==> src/rtl/gf_mac_col_if.sv <==
// Start/done handshake bundle for the GF(2^8) multiply-accumulate column engine.
// The requester drives the operands; the engine returns result, done and busy.
interface gf_mac_col_if #(
    parameter int N_TERMS = 4,
    parameter int COEFF_W = 4,
    parameter int SEL_W   = $clog2(N_TERMS)
);
    logic                       start;
    logic                       abort;
    logic [N_TERMS*8-1:0]       s;
    logic [N_TERMS*COEFF_W-1:0] coeff;
    logic [SEL_W-1:0]           sel;
    logic [7:0]                 result;
    logic                       done;
    logic                       busy;

    modport master (
        output start, abort, s, coeff, sel,
        input  result, done, busy
    );

    modport slave (
        input  start, abort, s, coeff, sel,
        output result, done, busy
    );
endinterface

==> src/rtl/gf_mac_col.sv <==
// Bit-serial GF(2^8) multiply-accumulate of one circulant row against N_TERMS bytes.
// One coefficient bit per cycle, MSB first; fixed latency of N_TERMS*COEFF_W cycles.
module gf_mac_col #(
    parameter int         N_TERMS = 4,
    parameter int         COEFF_W = 4,
    parameter logic [7:0] POLY    = 8'h1B,
    parameter int         SEL_W   = $clog2(N_TERMS)
) (
    input logic          clk,
    input logic          rst,
    gf_mac_col_if.slave  bus
);

    localparam int T_W = (N_TERMS > 1) ? $clog2(N_TERMS) : 1;
    localparam int B_W = (COEFF_W > 1) ? $clog2(COEFF_W) : 1;
    localparam logic [T_W-1:0] T_LAST = T_W'(N_TERMS - 1);
    localparam logic [B_W-1:0] B_MAX  = B_W'(COEFF_W - 1);

    typedef enum logic {
        IDLE,
        MUL
    } state_e;

    typedef logic [N_TERMS-1:0][7:0]         bytes_t;
    typedef logic [N_TERMS-1:0][COEFF_W-1:0] coeffs_t;

    state_e     state_q, state_d;
    bytes_t     s_q, s_d;
    coeffs_t    c_q, c_d;
    logic [7:0] p_q, p_d;
    logic [7:0] acc_q, acc_d;
    logic [T_W-1:0] t_q, t_d;
    logic [B_W-1:0] b_q, b_d;
    logic [7:0] result_q, result_d;
    logic       done_q, done_d;

    bytes_t           s_in;
    coeffs_t          c_in;
    coeffs_t          c_rot;
    logic [SEL_W-1:0] sel_eff;
    logic [7:0]       s_cur;
    logic             c_bit;
    logic [7:0]       p_next;

    // Out-of-range rotations collapse to the unrotated row.
    assign sel_eff = (int'(bus.sel) >= N_TERMS) ? '0 : bus.sel;
    assign s_in    = bus.s;
    assign c_in    = bus.coeff;

    function automatic logic [T_W-1:0] rot_idx(input int i, input logic [SEL_W-1:0] sel_v);
        return T_W'((i + N_TERMS - int'(sel_v)) % N_TERMS);
    endfunction

    for (genvar gi = 0; gi < N_TERMS; gi++) begin : g_rot
        assign c_rot[gi] = c_in[rot_idx(gi, sel_eff)];
    end

    // Horner step: double the partial product, reduce, then add s_t if the bit is set.
    assign s_cur  = s_q[t_q];
    assign c_bit  = c_q[t_q][b_q];
    assign p_next = {p_q[6:0], 1'b0} ^ (p_q[7] ? POLY : 8'h00) ^ (c_bit ? s_cur : 8'h00);

    always_comb begin
        // NOTE: every _d gets a default first so no path leaves one unassigned (no latches).
        state_d  = state_q;
        s_d      = s_q;
        c_d      = c_q;
        p_d      = p_q;
        acc_d    = acc_q;
        t_d      = t_q;
        b_d      = b_q;
        result_d = result_q;
        done_d   = 1'b0;

        unique case (state_q)
            IDLE: begin
                if (bus.start) begin
                    s_d     = s_in;
                    c_d     = c_rot;
                    p_d     = 8'h00;
                    acc_d   = 8'h00;
                    t_d     = '0;
                    b_d     = B_MAX;
                    state_d = MUL;
                end
            end
            MUL: begin
                if (bus.abort) begin
                    state_d = IDLE;
                end else if (b_q != '0) begin
                    p_d = p_next;
                    b_d = b_q - B_W'(1);
                end else if (t_q != T_LAST) begin
                    acc_d = acc_q ^ p_next;
                    p_d   = 8'h00;
                    t_d   = t_q + T_W'(1);
                    b_d   = B_MAX;
                end else begin
                    result_d = acc_q ^ p_next;
                    done_d   = 1'b1;
                    state_d  = IDLE;
                end
            end
            default: state_d = IDLE;
        endcase
    end

    // NOTE: non-blocking assignments only, so every register samples pre-edge values.
    always_ff @(posedge clk or posedge rst) begin
        if (rst) begin
            state_q  <= IDLE;
            // NOTE: operand storage is reset too; nothing internal is left at X after reset.
            s_q      <= '0;
            c_q      <= '0;
            p_q      <= 8'h00;
            acc_q    <= 8'h00;
            t_q      <= '0;
            b_q      <= '0;
            result_q <= 8'h00;
            done_q   <= 1'b0;
        end else begin
            state_q  <= state_d;
            s_q      <= s_d;
            c_q      <= c_d;
            p_q      <= p_d;
            acc_q    <= acc_d;
            t_q      <= t_d;
            b_q      <= b_d;
            result_q <= result_d;
            done_q   <= done_d;
        end
    end

    assign bus.result = result_q;
    assign bus.done   = done_q;
    assign bus.busy   = (state_q == MUL);

endmodule

==> src/flat_wrapper.sv <==
// flat-port wrapper written by rule: the top's interface ports become plain ports
module gf_mac_col_flat 
#(
    parameter int         N_TERMS = 4,
    parameter int         COEFF_W = 4,
    parameter logic [7:0] POLY    = 8'h1B,
    parameter int         SEL_W   = $clog2(N_TERMS)
)
  (clk, rst, bus_start, bus_abort, bus_s, bus_coeff, bus_sel, bus_result, bus_done, bus_busy);
  gf_mac_col_if #(.N_TERMS(N_TERMS), .COEFF_W(COEFF_W), .SEL_W(SEL_W)) bus_i ();
  input logic clk;
  input logic rst;
  input wire logic [$bits(bus_i.start)-1:0] bus_start;
  input wire logic [$bits(bus_i.abort)-1:0] bus_abort;
  input wire logic [$bits(bus_i.s)-1:0] bus_s;
  input wire logic [$bits(bus_i.coeff)-1:0] bus_coeff;
  input wire logic [$bits(bus_i.sel)-1:0] bus_sel;
  output wire logic [$bits(bus_i.result)-1:0] bus_result;
  output wire logic [$bits(bus_i.done)-1:0] bus_done;
  output wire logic [$bits(bus_i.busy)-1:0] bus_busy;
  assign bus_i.start = bus_start;
  assign bus_i.abort = bus_abort;
  assign bus_i.s = bus_s;
  assign bus_i.coeff = bus_coeff;
  assign bus_i.sel = bus_sel;
  assign bus_result = bus_i.result;
  assign bus_done = bus_i.done;
  assign bus_busy = bus_i.busy;
  gf_mac_col #(.N_TERMS(N_TERMS), .COEFF_W(COEFF_W), .POLY(POLY), .SEL_W(SEL_W)) u_core (.clk(clk), .rst(rst), .bus(bus_i));
endmodule
==> config.mk <==
export PLATFORM = sky130hd
export DESIGN_NAME = gf_mac_col_flat
export DESIGN_NICKNAME = d
export VERILOG_FILES = /design/src/rtl/gf_mac_col_if.sv /design/src/rtl/gf_mac_col.sv /design/src/flat_wrapper.sv
export SDC_FILE = /design/constraint.sdc
export NUM_CORES = 1
export LEC_CHECK = 0
export CORE_UTILIZATION = 49
export CTS_CLUSTER_SIZE = 24
export DETAILED_ROUTE_END_ITERATION = 12
export PLACE_DENSITY = 0.76
export SYNTH_ARGS = -nofsm -noshare
export SYNTH_HDL_FRONTEND = slang
export SYNTH_SLANG_ARGS = --single-unit
==> constraint.sdc <==
create_clock -name clk -period 2.6 [get_ports clk]
set_input_delay 0.65 -clock clk [delete_from_list [all_inputs] [get_ports clk]]
set_output_delay 0.65 -clock clk [all_outputs]
set_load 0.02 [all_outputs]
==> flow_summary.yaml, run 1 <==
status:
  status: "complete, no violations"
global_routing:
  grt_usage_pct: 20.2
  overflow: 0
  grt_max_degree: 79
  grt_first_pass_wirelength_um: 13800
  antenna_found_initial: 0
  grt_pass1_vias: 2850
clock_tree:
  cts.sinks: 78
  h-tree-depth: 3
  max-clock-path-buffers: 2
  cts_resized: 0
  cts_root_buf: "clkbuf_8"
  cts_tree: "yes"
  clkTransAtPathRegs_ns: 0.08
  post_cts_buffers: 0
  cts_hold_buf: 0
  clk_latency_ns: 0.35
  numCtsBuffers: 9
worst_setup_path:
  cpLargestDelayFamily: "compound AO/OA/AOI/OAI gates"
  critPathCaptureType: "flip-flop"
  cp_num_buf_inv: 0
  start_kind: "flip-flop"
  slowest_stage: "dfrtp_1"
  worstSetupPathType: "flip-flop to flip-flop"
  crit_required_ns: 2.84
  slowest_delay_ns: 0.52
  crit_path_cell_trace: "or2_1 -> o22ai_1 -> o21ai_4 -> a21boi_2 -> mux2_1 -> a211o_1"
  crit_fanout: 9
  arrival_ns: 2.54
layout:
  multiInputGateArea_um2: 2300
  insertedDiodeCount: 0
  layoutNonFillerInstCount: 503
  layout_common_cells: "dfrtp_1 (78), clkdlybuf4s50_1 (63), mux2_2 (50)"
  fillers: 691
  drive_gt1_share_pct: 27.6
  seq_area_um2: 1950
  layout_commonest_cell: "dfrtp_1"
  final_util_pct: 61.8
  nets: 447
  syn_to_final_growth_pct: 22.8
die:
  core_um2: 8680
  chipWidth_um: 96.4
  dieHeight_um: 96.4
  initial_core_util_pct: 50.3
  dieArea_um2: 9300
  io_pins: 64
  num_rows: 34
detailed_routing:
  viasPerCell: 5.61
  drt_first_iter_violations: 132
  ant_nets: 0
  drc: 0
  vias: 2820
  routedWlPerCell_um: 17.1
  first_pass_iters: 4
  routed_wl_um: 8590
synth:
  synth_ff_type: "dfrtp_1"
  synth_area_leaders: "dfrtp_1 (45%), mux2_2 (13%), mux4_2 (12%), xnor3_1 (4.1%), mux2i_1 (2.3%)"
  yosys_warnings: 0
  ys_ff_latch: 78
  synthesis.instances: 327
  synth.distinct_cells: 45
  syn_nets: 383
  netlist.area_leader.share_pct: 44.7
  synth_area_um2: 4370
  yosysTopAreaCell: "dfrtp_1"
  avgSynthCellArea_um2: 13.4
  synth_async_sr_flop_share_pct: 100
  synth-edff-count: 0
  ys_seq_area_share_pct: 44.7
sta:
  skew_ns: 0.00762
  finalCritPeriodShare_pct: 88.4
  worst_pin_slew_ns: 0.635
  hold_viol: 0
  drv_slew: 0
  rsz0062_at_grt: "no"
  fmax_ghz: 0.435
  tns_ns: 0
  period_needed_ns: 2.30
  slew_headroom_pct: 57.5
  setup_viol: 0
  hold_ws_ns: 0.483
placed_design:
  dp_cells: 488
  place.port_buffers: 63
  dp_hpwl_um: 6100
  place.gp.congestion: 0.762
hold_path:
  min_path_type: "flip-flop to flip-flop"
flow_run:
  cap_violations: 0
power:
  peakVddDrop_mv: 0.398
  leakage_uw: 0.00217
  powerDensity_nw_per_um2: 774
==> worst paths after layout <==
check | cells past startpoint | slack (ns) | to | from
setup / recovery | 6 | 0.30 | u_core.acc_q[2]$_DFFE_PP0P_ | u_core.t_q[1]$_DFFE_PP0P_
hold / removal | 2 | 0.48 | u_core.bus.result[1]$_DFFE_PP0P_ | u_core.bus.result[1]$_DFFE_PP0P_
setup reg to reg | 6 | 0.30 | u_core.acc_q[2]$_DFFE_PP0P_ | u_core.t_q[1]$_DFFE_PP0P_
hold reg to reg | 2 | 0.48 | u_core.bus.result[1]$_DFFE_PP0P_ | u_core.bus.result[1]$_DFFE_PP0P_
max in group asynchronous | 3 | 1.51 | u_core.b_q[0]$_DFFE_PP0P_ | rst
min in group asynchronous | 3 | 0.76 | u_core.bus.result[0]$_DFFE_PP0P_ | rst
==> state kept, by name (all words and copies together), names as in the netlist <==
register,count
u_core.c_q,16
u_core.p_q,8
u_core.bus.done,1
u_core.b_q,2
u_core.bus.busy,1
u_core.bus.result,8
u_core.t_q,2
u_core.acc_q,8
u_core.s_q,32
==> where the power goes <==
| group | total [uW] | switching, uW | internal [uW] |
|---|---|---|---|
| combinational | 1540 | 666 | 873 |
| sequential | 1710 | 237 | 1480 |
| clock | 898 | 437 | 462 |
| total | 4150 | 1340 | 2810 |
==> synth_stat cells, drive strengths merged (3+ instances only) <==
cell type and n:
inv 7, a211o 3, o31ai 5, nor3b 3
a21oi 4, dfrtp 78, nand4 3, xor2 3
nor2 5, mux4 24, and2 7, xnor3 8
mux2i 10, o21ai 10, a22o 3, nand3 4
nand2 25, mux2 52, nor2b 3, buf 6
nor3 9, clkbuf 14, a21boi 6, o211ai 7
nand2b 5, xnor2 10
==> stage by stage <==
step,setup WS [ns],instance area (um2),power (uW)
2_1_floorplan,0.400,4370,2890
3_3_place_gp,0.230,5170,3210
3_5_place_dp,0.106,5170,3270
4_1_cts,0.320,5360,4180
5_1_grt,0.182,5360,4390
6_report,0.303,5360,4150
==> worst reg2reg max path: stages, from the launching register on <==
cell and delay, ns:
dfrtp_1 0.52, or2_1 0.28, o22ai_1 0.31, o21ai_4 0.18, a21boi_2 0.27, mux2_1 0.35
a211o_1 0.26
==> kinds of logic (layout without fill, tap and decap cells) <==
kind of cell / count (synthesis) / count (layout) / share of synthesized area [%]
muxes: 86 / 86 / 28.2
adders and majority gates: 2 / 2 / 0.573
DFF: 78 / 78 / 44.7
buffers and inverters: 27 / 95 / 2.81
xor gates and xnor gates: 21 / 21 / 6.73
AOI/OAI and AO/OA: 44 / 44 / 8.79
and+or+nand+nor: 69 / 69 / 8.25
==> per-layer routing <==
metal  up-vias  GRT usage, %  wire [um]
li1       1338             -          -
met1      1423          25.9       3830
met2        53          33.6       4340
met3         6          5.56        327
met4         0          6.13         93
met5         -             0          0
==> layout make-up <==
class / instances / area share (%)
well taps: 108 / 2.52
clock inverters: 4 / 0.887
flip-flops and latches: 78 / 36.4
clock buffers: 11 / 2.64
repair buffers: 73 / 14.1
multi-input cells: 222 / 42.9
inverters: 7 / 0.560
Note: power is estimated with default switching activity, not from simulation.
==> run 2: changes to the inputs <==
CAP_MARGIN = 25   (was not set)
CORE_UTILIZATION = 45   (was 49)
PLACE_DENSITY = 0.71   (was 0.76)
==> run 2 against run 1 <==
  * Die area grew 8.7%
  * Utilization shrank 4.0 points
  * Power shrank 1.9%
  * Clock skew grew 0.0040 ns
==> flow_summary.yaml, run 2 (synthesized netlist as in run 1, its figures left out) <==
status:
  status: "complete, no violations"
die:
  core_um2: 9330
  num_rows: 35
  dieHeight_um: 101
  io_pins: 64
  initial_core_util_pct: 46.8
  chipWidth_um: 101
  dieArea_um2: 10100
worst_setup_path:
  crit_fanout: 10
  rr_startpoint: "u_core.t_q[0]$_DFFE_PP0P_"
  start_kind: "flip-flop"
  critPathCaptureType: "flip-flop"
  rr_worst_depth: 6
  worstReg2RegEnd: "u_core.acc_q[2]$_DFFE_PP0P_"
  arrival_ns: 2.57
  ff2ff_setup_slack_ns: 0.28
  worstSetupPathType: "flip-flop to flip-flop"
  crit_required_ns: 2.85
layout:
  layout_common_cells: "dfrtp_1 (78), clkdlybuf4s50_1 (63), mux2_2 (50)"
  drive_gt1_share_pct: 27.8
  design_area_um2: 5390
  layout_commonest_cell: "dfrtp_1"
  insertedDiodeCount: 0
  largest_reg_flops: 32
  final_util_pct: 57.7
  fillers: 791
  syn_to_final_growth_pct: 23.3
  top_register: "u_core.s_q"
  reg_top3: "u_core.s_q: 32 flops, u_core.c_q: 16 flops"
  nets: 447
flow_run:
  cap_violations: 0
clock_tree:
  cts_hold_buf: 0
  cts_root_buf: "clkbuf_8"
  cts.sinks: 78
  cts_tree: "yes"
  clkTransAtPathRegs_ns: 0.08
  cts_resized: 0
  numCtsBuffers: 9
  clk_latency_ns: 0.36
  h-tree-depth: 3
  max-clock-path-buffers: 2
  post_cts_buffers: 0
hold_path:
  worstHoldStart: "u_core.bus.result[0]$_DFFE_PP0P_"
  min_path_type: "flip-flop to flip-flop"
  hold_end: "u_core.bus.result[0]$_DFFE_PP0P_"
  holdPathStages: 2
detailed_routing:
  drt_first_iter_violations: 103
  first_pass_iters: 4
  routed_wl_um: 8300
  vias: 2815
  drc: 0
  ant_nets: 0
  routedWlPerCell_um: 15.8
  viasPerCell: 5.37
sta:
  slew_headroom_pct: 56.6
  drv_slew: 0
  hold_ws_ns: 0.479
  worst_pin_slew_ns: 0.649
  fmax_ghz: 0.432
  setup_viol: 0
  hold_viol: 0
  skew_ns: 0.0117
  period_needed_ns: 2.32
  finalCritPeriodShare_pct: 89.1
  tns_ns: 0
  rsz0062_at_grt: "no"
power:
  leakage_uw: 0.00217
  powerDensity_nw_per_um2: 756
  peakVddDrop_mv: 0.421
global_routing:
  grt_max_degree: 79
  antenna_found_initial: 0
  grt_first_pass_wirelength_um: 14200
  overflow: 0
  grt_usage_pct: 18.6
  grt_pass1_vias: 2882
placed_design:
  place_area_um2: 5210
  place.port_buffers: 63
  dp_hpwl_um: 5950
  place.gp.congestion: 0.742
==> run 2: how the worst max path moves through the flow <==
stage | start | endpoint | slack, ns | cells past startpoint
after floorplan | bus_sel[0] | u_core.c_q[2]$_DFFE_PP0P_ | 0.40 | 4
final | u_core.t_q[0]$_DFFE_PP0P_ | u_core.acc_q[2]$_DFFE_PP0P_ | 0.28 | 6
after global placement | bus_abort | u_core.acc_q[5]$_DFFE_PP0P_ | 0.19 | 6
after detailed placement | bus_abort | u_core.acc_q[5]$_DFFE_PP0P_ | 0.14 | 6
after CTS | u_core.t_q[0]$_DFFE_PP0P_ | u_core.acc_q[2]$_DFFE_PP0P_ | 0.29 | 6
after global routing | u_core.t_q[1]$_DFFE_PP0P_ | u_core.acc_q[2]$_DFFE_PP0P_ | 0.09 | 6
==> run 2: critical path: stages, from the launching register on <==
cell	delay (ns)
dfrtp_1	0.53
or2_1	0.28
o22ai_1	0.33
o21ai_4	0.19
a21boi_2	0.28
mux2_1	0.34
a211o_1	0.26
==> run 2: per-layer routing <==
metal / share of wire, % / up-vias / global-route usage [%] / wire, um
li1: - / 1339 / - / -
met1: 48 / 1409 / 24.9 / 4000
met2: 47 / 57 / 29.6 / 3880
met3: 3.5 / 10 / 4.72 / 293
met4: 1.6 / 0 / 6.91 / 136
met5: 0 / - / 0 / 0
==> run 2: through the flow <==
stage / total power (uW) / std cells / setup slack (ns)
floorplan: 2890 / 327 / 0.400
global placement: 3230 / 509 / 0.190
detailed placement: 3270 / 509 / 0.143
CTS: 4110 / 524 / 0.288
global route: 4320 / 524 / 0.0932
finish: 4070 / 524 / 0.284
==> run 2: area by class of cell <==
class                      count  area [um2]  share of cell area [%]
multi-input combinational    222        2300                    42.7
tap                          129         161                    3.00
sequential                    78        1950                    36.2
inverter                       7        30.0                   0.557
clock buffer                  11         151                    2.81
timing repair buffer          73         768                    14.3
clock inverter                 4        22.5                   0.418
==> run 2: power breakdown <==
part / total (uW) / switching [uW] / leakage [uW] / internal [uW]
sequential: 1710 / 238 / 0.000965 / 1480
combinational: 1530 / 657 / 0.00112 / 877
clock: 823 / 435 / 0.0000910 / 389
